[config.mk]
export PLATFORM = sky130hd
export DESIGN_NAME = alu_muldiv_seq
export DESIGN_NICKNAME = d
export VERILOG_FILES = /design/src/rtl/alu_muldiv_seq.sv
export SDC_FILE = /design/constraint.sdc
export NUM_CORES = 1
export LEC_CHECK = 0
export ABC_AREA = 1
export ABC_CLOCK_PERIOD_IN_PS = 5220
export CAP_MARGIN = 20
export CORE_UTILIZATION = 40
export CTS_BUF_LIST = sky130_fd_sc_hd__clkbuf_4
export CTS_CLUSTER_DIAMETER = 50
export CTS_CLUSTER_SIZE = 24
export DETAILED_ROUTE_END_ITERATION = 6
export SYNTH_ARGS = -nofsm -noshare
export SYNTH_HDL_FRONTEND = slang
export SYNTH_SLANG_ARGS = --single-unit
[constraint.sdc]
create_clock -name clk -period 5.22 [get_ports clk]
set_clock_uncertainty 0.1 [all_clocks]
set_input_delay 1.044 -clock clk [delete_from_list [all_inputs] [get_ports clk]]
set_output_delay 1.044 -clock clk [all_outputs]
set_load 0.005 [all_outputs]
[src/rtl/alu_muldiv_seq.sv]
// Sequential execute-stage ALU: single-cycle arithmetic/logic/shift ops plus an
// iterative shift-add multiplier and restoring divider writing HI/LO.
module alu_muldiv_seq #(
    parameter int WIDTH   = 16,
    parameter int SHAMT_W = 4
) (
    input  logic               clk,
    input  logic               reset,
    input  logic               start,
    input  logic [WIDTH-1:0]   a,
    input  logic [WIDTH-1:0]   b,
    input  logic [5:0]         func,
    input  logic [SHAMT_W-1:0] shamt,
    input  logic               rType,
    input  logic [2:0]         fromContr,
    output logic [WIDTH-1:0]   result,
    output logic               zero,
    output logic [WIDTH-1:0]   hi,
    output logic [WIDTH-1:0]   lo,
    output logic               busy,
    output logic               done,
    output logic               div_zero,
    output logic               illegal
);
    typedef enum logic [1:0] {S_IDLE, S_MUL, S_DIV, S_FIN} state_t;
    typedef enum logic [3:0] {
        OP_ADD, OP_SUB, OP_SRL, OP_SLL, OP_SRA, OP_JR, OP_AND, OP_OR,
        OP_SLT, OP_MFHI, OP_MFLO, OP_MULT, OP_MULTU, OP_DIV, OP_DIVU, OP_ILL
    } op_t;

    state_t               state_reg, state_next;
    op_t                  op;
    logic                 accept;
    logic [WIDTH-1:0]     result_reg, hi_reg, lo_reg, alu_val;
    logic                 zero_reg, done_reg, div_zero_reg, illegal_reg;
    logic [2*WIDTH-1:0]   p_reg;          // mul: {partial, multiplier}; div: {remainder, quotient}
    logic [WIDTH-1:0]     opd_reg;        // multiplicand or divisor magnitude
    logic                 neg_q_reg, neg_r_reg;
    logic [SHAMT_W-1:0]   cnt_reg;
    logic                 last_iter, is_signed;
    logic [WIDTH-1:0]     a_mag, b_mag;
    logic [WIDTH:0]       mul_sum;
    logic [2*WIDTH-1:0]   mul_step, mul_fix, div_step;
    logic [WIDTH-1:0]     rem_shift, rem_sub, div_q, div_r;
    logic                 div_ge;

    assign result   = result_reg;
    assign zero     = zero_reg;
    assign hi       = hi_reg;
    assign lo       = lo_reg;
    assign done     = done_reg;
    assign div_zero = div_zero_reg;
    assign illegal  = illegal_reg;

    // Decode func (R-type) or the control unit's aluOp into one operation code
    always_comb begin
        op = OP_ILL;
        if (rType) begin
            case (func)
                6'b100000: op = OP_ADD;
                6'b100010: op = OP_SUB;
                6'b000010: op = OP_SRL;
                6'b000000: op = OP_SLL;
                6'b000011: op = OP_SRA;
                6'b001000: op = OP_JR;
                6'b100100: op = OP_AND;
                6'b100101: op = OP_OR;
                6'b101010: op = OP_SLT;
                6'b010000: op = OP_MFHI;
                6'b010010: op = OP_MFLO;
                6'b011000: op = OP_MULT;
                6'b011001: op = OP_MULTU;
                6'b011010: op = OP_DIV;
                6'b011011: op = OP_DIVU;
                default:   op = OP_ILL;
            endcase
        end else begin
            case (fromContr)
                3'b001:         op = OP_OR;
                3'b010, 3'b011: op = OP_ADD;
                3'b100:         op = OP_SUB;
                3'b101:         op = OP_JR;
                3'b110:         op = OP_AND;
                3'b111:         op = OP_SLT;
                default:        op = OP_ILL;
            endcase
        end
    end

    // Single-cycle result for the non-iterative operations
    always_comb begin
        alu_val = '0;
        case (op)
            OP_ADD:  alu_val = a + b;
            OP_SUB:  alu_val = a - b;
            OP_SRL:  alu_val = b >> shamt;
            OP_SLL:  alu_val = b << shamt;
            OP_SRA:  alu_val = $signed(b) >>> shamt;
            OP_JR:   alu_val = a;
            OP_AND:  alu_val = a & b;
            OP_OR:   alu_val = a | b;
            OP_SLT:  alu_val = {{(WIDTH-1){1'b0}}, ($signed(a) < $signed(b))};
            OP_MFHI: alu_val = hi_reg;
            OP_MFLO: alu_val = lo_reg;
            default: alu_val = '0;
        endcase
    end

    // Operand magnitudes and one iteration step of the multiplier and divider
    always_comb begin
        is_signed = (op == OP_MULT) || (op == OP_DIV);
        a_mag     = (is_signed && a[WIDTH-1]) ? -a : a;
        b_mag     = (is_signed && b[WIDTH-1]) ? -b : b;
        last_iter = (cnt_reg == SHAMT_W'(WIDTH - 1));
        // Shift-add: add multiplicand into the upper half when the current multiplier bit is set
        mul_sum   = {1'b0, p_reg[2*WIDTH-1:WIDTH]} + {1'b0, (p_reg[0] ? opd_reg : {WIDTH{1'b0}})};
        mul_step  = {mul_sum, p_reg[WIDTH-1:1]};
        mul_fix   = neg_q_reg ? -mul_step : mul_step;
        // Restoring step: the true partial remainder is {rem, next dividend bit}; when it
        // reaches the divisor the difference is below 2^WIDTH, so WIDTH-bit arithmetic suffices
        div_ge    = {p_reg[2*WIDTH-1:WIDTH], p_reg[WIDTH-1]} >= {1'b0, opd_reg};
        rem_shift = {p_reg[2*WIDTH-2:WIDTH], p_reg[WIDTH-1]};
        rem_sub   = rem_shift - opd_reg;
        div_step  = {(div_ge ? rem_sub : rem_shift), p_reg[WIDTH-2:0], div_ge};
        div_q     = neg_q_reg ? -div_step[WIDTH-1:0] : div_step[WIDTH-1:0];
        div_r     = neg_r_reg ? -div_step[2*WIDTH-1:WIDTH] : div_step[2*WIDTH-1:WIDTH];
    end

    // FSM state register
    always_ff @(posedge clk) begin
        if (reset) state_reg <= S_IDLE;
        else       state_reg <= state_next;
    end

    // FSM next state: FIN behaves like IDLE so a new op can issue in the done cycle
    always_comb begin
        state_next = state_reg;
        case (state_reg)
            S_IDLE, S_FIN: begin
                state_next = S_IDLE;
                if (start) begin
                    if (op == OP_MULT || op == OP_MULTU)
                        state_next = S_MUL;
                    else if ((op == OP_DIV || op == OP_DIVU) && b != '0)
                        state_next = S_DIV;
                end
            end
            S_MUL, S_DIV: if (last_iter) state_next = S_FIN;
            default: state_next = S_IDLE;
        endcase
    end

    // FSM outputs: busy while iterating, start only honoured when not busy
    always_comb begin
        busy   = (state_reg == S_MUL) || (state_reg == S_DIV);
        accept = start && !busy;
    end

    // Datapath: operand latch, iteration, and result/HI/LO writeback
    always_ff @(posedge clk) begin
        if (reset) begin
            result_reg   <= '0;
            zero_reg     <= 1'b1;
            hi_reg       <= '0;
            lo_reg       <= '0;
            done_reg     <= 1'b0;
            div_zero_reg <= 1'b0;
            illegal_reg  <= 1'b0;
            p_reg        <= '0;
            opd_reg      <= '0;
            neg_q_reg    <= 1'b0;
            neg_r_reg    <= 1'b0;
            cnt_reg      <= '0;
        end else begin
            done_reg    <= 1'b0;
            illegal_reg <= 1'b0;
            if (accept) begin
                div_zero_reg <= 1'b0;
                cnt_reg      <= '0;
                case (op)
                    OP_MULT, OP_MULTU: begin
                        opd_reg   <= a_mag;
                        p_reg     <= {{WIDTH{1'b0}}, b_mag};
                        neg_q_reg <= is_signed && (a[WIDTH-1] ^ b[WIDTH-1]);
                    end
                    OP_DIV, OP_DIVU: begin
                        if (b == '0) begin
                            lo_reg       <= '1;
                            hi_reg       <= a;
                            result_reg   <= '1;
                            zero_reg     <= 1'b0;
                            div_zero_reg <= 1'b1;
                            done_reg     <= 1'b1;
                        end else begin
                            opd_reg   <= b_mag;
                            p_reg     <= {{WIDTH{1'b0}}, a_mag};
                            neg_q_reg <= is_signed && (a[WIDTH-1] ^ b[WIDTH-1]);
                            neg_r_reg <= is_signed && a[WIDTH-1];
                        end
                    end
                    OP_ILL: begin
                        result_reg  <= '0;
                        zero_reg    <= 1'b1;
                        illegal_reg <= 1'b1;
                        done_reg    <= 1'b1;
                    end
                    default: begin
                        result_reg <= alu_val;
                        zero_reg   <= (alu_val == '0);
                        done_reg   <= 1'b1;
                    end
                endcase
            end else if (state_reg == S_MUL) begin
                p_reg   <= mul_step;
                cnt_reg <= cnt_reg + 1'b1;
                if (last_iter) begin
                    hi_reg     <= mul_fix[2*WIDTH-1:WIDTH];
                    lo_reg     <= mul_fix[WIDTH-1:0];
                    result_reg <= mul_fix[WIDTH-1:0];
                    zero_reg   <= (mul_fix[WIDTH-1:0] == '0);
                    done_reg   <= 1'b1;
                end
            end else if (state_reg == S_DIV) begin
                p_reg   <= div_step;
                cnt_reg <= cnt_reg + 1'b1;
                if (last_iter) begin
                    hi_reg     <= div_r;
                    lo_reg     <= div_q;
                    result_reg <= div_q;
                    zero_reg   <= (div_q == '0);
                    done_reg   <= 1'b1;
                end
            end
        end
    end
endmodule

== Word-level counts from Yosys, hierarchy flattened ==
Memories as Yosys holds them, arrays and structs flattened.
Cells that the tools add are included.

* Output and inout port bits: 53
* Memories: 1
* Flip-flop bits (word level): 108
* ROM bits: 256
* Logic and storage cells: 159

* Reduce and logical (&&, ||, !) cells: 32
* Shift-type cells: 3
* Mux-type cells: 57
* Add/sub/neg operators: 10
* Bitwise logic cells: 5
* Magnitude comparators: 2
* Equality and inequality tests: 36

{| class="wikitable"
|+ Memories
! name !! words !! width !! read ports !! clocked after Yosys merged registers in !! write ports !! RTL line !! RTL
|-
| (no name shown) || 64 || 4 || 1 || 0 || 0 || 59 || <nowiki>case (func)</nowiki>
|}

{| class="wikitable"
|+ Operators by type and width
! kind !! count
|-
| $mux 16 || 22
|-
| $pmux 16 s11 || 1
|-
| $mux 32 || 5
|-
| $logic_not 16->1 || 4
|-
| $neg 16->16 || 4
|-
| $pmux 32 s2 || 1
|-
| $pmux 16 s3 || 1
|-
| $eq 4x4->1 const B || 9
|-
| $neg 32->32 || 1
|-
| $pmux 16 s2 || 1
|-
| $sub 16x16->16 || 2
|-
| $pmux 4 s6 || 1
|-
| $add 16x16->17 || 1
|-
| $ge 17x16->1 || 1
|-
| $add 16x16->16 || 1
|-
| $and 16x16->16 || 1
|-
| $eq 4x3->1 const B || 4
|-
| $lt 16x16->1 || 1
|-
| $or 16x16->16 || 1
|-
| $reduce_bool 16->1 || 1
|-
| $shl 16x4->16 || 1
|-
| $shr 16x4->16 || 1
|-
| $sshr 16x4->16 || 1
|-
| $mux 1 || 14
|-
| 29 further kinds || 65
|}

== Longest topological paths before layout ==
* Word-level depth: 11
* Gate-level depth with buffers: 26

== Worst setup path after synthesis ==
No wires, ideal clock.

* Path type: register to register
* From: register opd_reg[9]
* To: register zero_reg (netlist: zero)
* Arrival: 3163 ps
* Cell stages (with the launch flop): 24
* Library setup time: 59 ps
* Buffers on the path: 1
* Slack: 1898 ps
* Clock period less this slack: 3322 ps
* Cells stage by stage: dfxtp_1 > inv_1 > ha_1 > nand2_1 > nor2_1 > nand2_1 > nor3_1 > nor2_1 > nand2_1 > clkinv_1 > ha_1 > or2_2 > clkbuf_1 > o21ai_0 > nand4_1 > nor3_1 > nand3_1 > nor2_1 > nand2_1 > nor2_1 > nand3_1 > a21oi_1 > nand2_1 > nand2_1

* Word-level cells in the longest chain between the ends: 8

{| class="wikitable"
|+ Ends and longest elaborated chain
! item !! RTL line !! RTL
|-
| from (decl) || 37 || <nowiki>logic [WIDTH-1:0] opd_reg;</nowiki>
|-
| from (signal assigned) || 182 || <nowiki>opd_reg <= a_mag;</nowiki>
|-
| from (signal assigned) || 195 || <nowiki>opd_reg <= b_mag;</nowiki>
|-
| $ge 17x16->1 (*) || 121 || <nowiki>div_ge = {p_reg[2*WIDTH-1:WIDTH], p_reg[WIDTH-1]} >= {1'b0, opd_reg};</nowiki>
|-
| $neg 16->16 || 125 || <nowiki>div_q = neg_q_reg ? -div_step[WIDTH-1:0] : div_step[WIDTH-1:0];</nowiki>
|-
| $mux 16 (*) || 125 ||
|-
| $logic_not 16->1 (*) || 230 || <nowiki>zero_reg <= (div_q == '0);</nowiki>
|-
| $mux 1 (*) || 226 || <nowiki>if (last_iter) begin</nowiki>
|-
| $mux 1 (*) || 223 || <nowiki>end else if (state_reg == S_DIV) begin</nowiki>
|-
| $mux 1 (*) || 213 || <nowiki>end else if (state_reg == S_MUL) begin</nowiki>
|-
| $mux 1 (*) || 177 || <nowiki>if (accept) begin</nowiki>
|-
| to (signal assigned) || 209 || <nowiki>zero_reg <= (alu_val == '0);</nowiki>
|-
| to (signal assigned) || 220 || <nowiki>zero_reg <= (mul_fix[WIDTH-1:0] == '0);</nowiki>
|-
| to (signal assigned) || 230 ||
|-
| to (decl) || 35 || <nowiki>logic zero_reg, done_reg, div_zero_reg, illegal_reg;</nowiki>
|}

Every way passes the cells marked *; elsewhere a longest branch is shown, timed or not. The select of a mux whose other input is x is not followed.
A chain may end at the register's enable or synchronous reset.

== Worst setup path after layout ==
* From: input b[7]
* To: register zero_reg (netlist: zero)

* Word-level cells in the longest chain between the ends: 5

{| class="wikitable"
|+ Ends and longest elaborated chain
! item !! RTL line !! RTL
|-
| from (decl) || 11 || <nowiki>input logic [WIDTH-1:0] b,</nowiki>
|-
| $sub 16x16->16, or another cell as far along || 95 || <nowiki>OP_SUB: alu_val = a - b;</nowiki>
|-
| $pmux 16 s11 || 93 || <nowiki>case (op)</nowiki>
|-
| $logic_not 16->1 || 209 ||
|-
| $pmux 1 s3 || 180 || <nowiki>case (op)</nowiki>
|-
| $mux 1 || 177 ||
|}

Parallel ways exist; a longest one is shown, timed or not.

==> results.md <==
Clock tree:
- The post-cts repair resize count is 0.
- The H-tree depth is 3.
- The tree built by TritonCTS fans out to 108 sinks.
- The number of clock buffers inserted by TritonCTS is 9.
- The number of setup buffers added after CTS is 0.
- Hold repair after CTS inserted 0 buffers.
- The largest buffer count on any clock path is 2.
- Clock-pin slew was measured on the worst setup and hold paths at 0.19 ns.
- The insertion delay to the later sink of the worst-skew pair is about 0.55 ns.
- Clock tree synthesis selected as its root buffer the cell sky130_fd_sc_hd__clkbuf_4.
- TritonCTS built the clock tree.

Power:
- The switching power is 2.74 mW.
- The net switching share of the total power is 0.587.
- Power spread over the standard cell area amounts to 281 nW/um2.
- Across the VDD grid, the largest voltage drop is 195 uV.
- The internal power component is between 1.5 and 2 mW.
- The part of the total power dissipated in combinational logic is 0.689.
- The share of total power dissipated in the clock network is 0.097.
- Total power for the finished layout comes to approximately 4.7 mW.
- The share of total power in sequential cells is 0.214.
- The leakage power is 8.35 nW.

Synthesis:
- The number of nets in the synthesized netlist is ~2900.
- Of the total synthesized cell area, the portion taken by XOR and XNOR cells is 0.0457.
- The fraction of the mapped netlist area in compound gates came to 0.176.
- Of the post-synthesis cell area, the dominant cell type holds 0.202.
- By area the synthesized netlist is led by sky130_fd_sc_hd__nand2_1 20%, sky130_fd_sc_hd__dfxtp_1 14%, sky130_fd_sc_hd__nand3_1 9.1%, sky130_fd_sc_hd__ha_1 8.1%, sky130_fd_sc_hd__nor2_1 7.7%.
- After synthesis, the mean cell area works out to approximately 5.5 um2.
- Synthesis inferred between 100 and 150 register bits.
- The number of enable flip-flop cells after synthesis is 0.
- The arithmetic-cell share of the synthesized area counting full adders, half adders and majority gates is 0.0865.
- The number of cells produced by synthesis is ~2700.
- The post-synthesis async set-or-reset flop share is 0.
- The multiplexer area fraction after synthesis is 0.00343.
- sky130_fd_sc_hd__nand2_1 takes more of the synthesized area than any other cell.
- The netlist area before placement is about 15000 um2.
- The most used flip-flop cell after synthesis is sky130_fd_sc_hd__dfxtp_1.
- During synthesis, Yosys emitted a total of 0 warnings.
- The share of the Yosys chip area taken by registers is 0.144.
- The largest family of logic cells by synthesized area is simple AND/OR/NAND/NOR gates.
- Of the total synthesized cell area, the portion taken by AND, OR, NAND and NOR gates is 0.431.
- The number of distinct library cells after synthesis is between 50 and 60.

Placement:
- Buffers placed on the I/O ports in this run total between 100 and 150.
- The post-DP HPWL is between 50000 and 60000 um.
- The global placer's final weighted congestion is 1.07.

STA:
- The final hold violation count is 0.
- The transition at the pin with the smallest max-transition slack is between 1 and 1.5 ns.
- The setup violation total in the final timing report is 0.
- The final clock period utilization by the worst path is 0.940.
- The final critical delay including setup and external delays is 4.91 ns.
- Final hold analysis gives a worst-case slack of 0.392 ns.
- The number of max-slew violations in the final report was 0.
- Setup repair after global routing left no endpoint under its margin.
- Static timing analysis puts the maximum clock frequency at ~0.20 GHz.
- In this run the tightest slew margin relative to its limit is 0.315.

Critical path:
- STA puts the critical path data arrival time at 5.32 ns.
- STA classifies the critical path endpoint as a flip-flop.
- STA puts the critical path data required time at 5.63 ns.
- In this run the worst path has a maximum fanout of 7.
- The path type of the worst setup path is input pin to flip-flop.
- For this design, the slowest cell found on the critical path is sky130_fd_sc_hd__clkdlybuf4s50_1.
- The maximum single-stage delay on the critical path is between 0.7 and 0.8 ns.
- The worst setup path is launched from an input pin.
- Walking the worst path, the cells encountered are clkdlybuf4s50_1 > inv_1 > ha_1 > nor2_1 > inv_1 > nor3_1 > nand2_1 > nand2_1 > nand2_1 > nand2_1 > o21ai_0 > nand2_1 > nand2_1 > nor2_1 > nand3_1 > nor2_1 > nand2_1 > nor2_1 > nand3_1 > nand2_1 > nand2_1 > nand2_1.
- The most frequent cell on the critical path is sky130_fd_sc_hd__nand2_1.

Final layout:
- The share of the core filled with cells in the final layout is 0.453.
- The layout net count is ~2900.
- The synthesis-to-finish area growth is 11.0%.
- The number of flip-flops under the largest register name is 32.
- The proportion of layout cells with a drive suffix above 1 is 0.0535.
- The final-layout fill cell count is slightly above 4000.

Floorplanning:
- The placeable core region is about 37000 um2.
- The floorplan step set the die height to 195 um.
- The die is around 200 um wide.
- The area of the die is between 30000 and 40000 um2.
- The effective utilization at floorplan is 0.408.
- The I/O pin count is approximately 100.
- The count of standard-cell rows is 70.

GRT:
- The pin count of the biggest net entering global routing is 60.
- The wire length of the first global-routing pass is 109000 um.
- After global routing the overflow that remains totals 0.
- The overall track demand over capacity in global routing is 0.379.
- The initial antenna violation count is 3.
- The via count of the first global-routing pass was about 18000.

Detailed routing:
- The routed layout has 18746 vias.
- In this run the remaining antenna-violating nets after routing total 0.
- In this run, the number of DRC markers left after iteration 0 of detailed routing was about 1700.
- The mean routed wirelength per cell is 22.7 um.
- The routed design has roughly 73000 um of wire.
- The total DRC errors in the routed layout is 1.
- The number of iterations in the first detailed-routing pass is 7.
- Using the TritonRoute via totals, the vias-per-cell ratio works out to slightly below 6.

Run status:
- The checks that failed: design-rule violations.
- The flow ran to the end, but the final reports show violations.

Flow run:
- The count of max-cap constraint violations is 0.

Hold path:
- The kind of path behind the tightest hold check is flip-flop to flip-flop.
## cell usage after synthesis (9+ instances only)
| master | n |
|---|---|
| sky130_fd_sc_hd__nor3_1 | 25 |
| sky130_fd_sc_hd__nor2_1 | 307 |
| sky130_fd_sc_hd__inv_1 | 289 |
| sky130_fd_sc_hd__buf_2 | 24 |
| sky130_fd_sc_hd__o21ai_0 | 179 |
| sky130_fd_sc_hd__ha_1 | 97 |
| sky130_fd_sc_hd__dfxtp_1 | 108 |
| sky130_fd_sc_hd__nand3_1 | 273 |
| sky130_fd_sc_hd__o21ai_1 | 32 |
| sky130_fd_sc_hd__clkbuf_1 | 73 |
| sky130_fd_sc_hd__nand2_1 | 806 |
| sky130_fd_sc_hd__inv_2 | 11 |
| sky130_fd_sc_hd__or2_2 | 13 |
| sky130_fd_sc_hd__nand4_1 | 43 |
| sky130_fd_sc_hd__xor2_1 | 73 |
| sky130_fd_sc_hd__nand2_2 | 15 |
| sky130_fd_sc_hd__a21oi_1 | 156 |
| sky130_fd_sc_hd__nand3b_1 | 14 |
| sky130_fd_sc_hd__buf_1 | 9 |
| sky130_fd_sc_hd__a21oi_2 | 12 |
| sky130_fd_sc_hd__a31oi_1 | 11 |
| sky130_fd_sc_hd__o211ai_1 | 37 |
## worst max-delay path: cells and delay by family
family	cells	cell delay (ns)
compound gates	1	0.07
simple gates	17	2.57
fa+ha+maj	1	0.49
buf+inv	3	1.13
## stage by stage
step / instance area (um2) / TNS (ns) / std cells / setup WS, ns
global placement: 16500 / -0.165 / 3217 / -0.165
CTS: 16600 / 0 / 3232 / 0.491
finish: 16600 / 0 / 3233 / 0.312
floorplan: 15000 / 0 / 2707 / 1.90
detailed placement: 16500 / -0.0817 / 3217 / -0.0817
global route: 16600 / 0 / 3233 / 0.112
## cell usage in the layout (no fill, tap or decap), types with 58 or more instances in the layout
| master | n |
|---|---|
| sky130_fd_sc_hd__nor2_1 | 306 |
| sky130_fd_sc_hd__nand3_1 | 273 |
| sky130_fd_sc_hd__inv_1 | 289 |
| sky130_fd_sc_hd__o21ai_0 | 179 |
| sky130_fd_sc_hd__xor2_1 | 73 |
| sky130_fd_sc_hd__dfxtp_1 | 108 |
| sky130_fd_sc_hd__a21oi_1 | 156 |
| sky130_fd_sc_hd__clkdlybuf4s50_1 | 101 |
| sky130_fd_sc_hd__nand2_1 | 806 |
| sky130_fd_sc_hd__buf_4 | 58 |
| sky130_fd_sc_hd__ha_1 | 96 |
## worst paths after layout
| kind | startpoint | to | slack, ns | cells after the start |
|---|---|---|---|---|
| setup / recovery | b[7] | zero | 0.31 | 22 |
| hold / removal | result[15] | result[15] | 0.39 | 2 |
| setup reg to reg | opd_reg[7] | hi[8] | 1.00 | 22 |
| hold reg to reg | result[15] | result[15] | 0.39 | 2 |
## area by class of cell
type | count | area [um2] | area share
clock inverters | 6 | 55.1 | 0.00331
well taps | 468 | 586 | 0.0353
inverters | 306 | 1150 | 0.0693
diodes | 1 | 2.50 | 0.000151
flip-flops and latches | 108 | 2160 | 0.130
multi-input cells | 2175 | 11100 | 0.669
repair buffers | 160 | 1470 | 0.0883
clock buffers | 9 | 67.6 | 0.00407
## routing by layer
metal / part of all wire / GRT usage
met1: 0.39 / 0.447
met2: 0.46 / 0.641
met3: 0.073 / 0.0542
met4: 0.075 / 0.253
met5: 0.00037 / 0
## power by group through the flow
stage / clock network (mW) / logic, mW / registers (mW)
after CTS: 0.460 / 3.12 / 0.995
after floorplan: 0 / 2.04 / 0.960
final: 0.454 / 3.21 / 0.999
after detailed placement: 0 / 3.10 / 1.01
after global routing: 0.495 / 3.48 / 1.01
after global placement: 0 / 3.10 / 1.01
## logic make-up (layout without fill, tap and decap cells)
| group | count (synthesis) | in the layout |
|---|---|---|
| flops | 108 | 108 |
| simple gates | 1523 | 1523 |
| buf+inv | 424 | 481 |
| fa+ha+maj | 101 | 101 |
| compound gates | 468 | 468 |
| mux | 5 | 5 |
| xor+xnor | 78 | 78 |
| other cells | 0 | 1 |
Note: power is estimated with default switching activity, not from simulation.
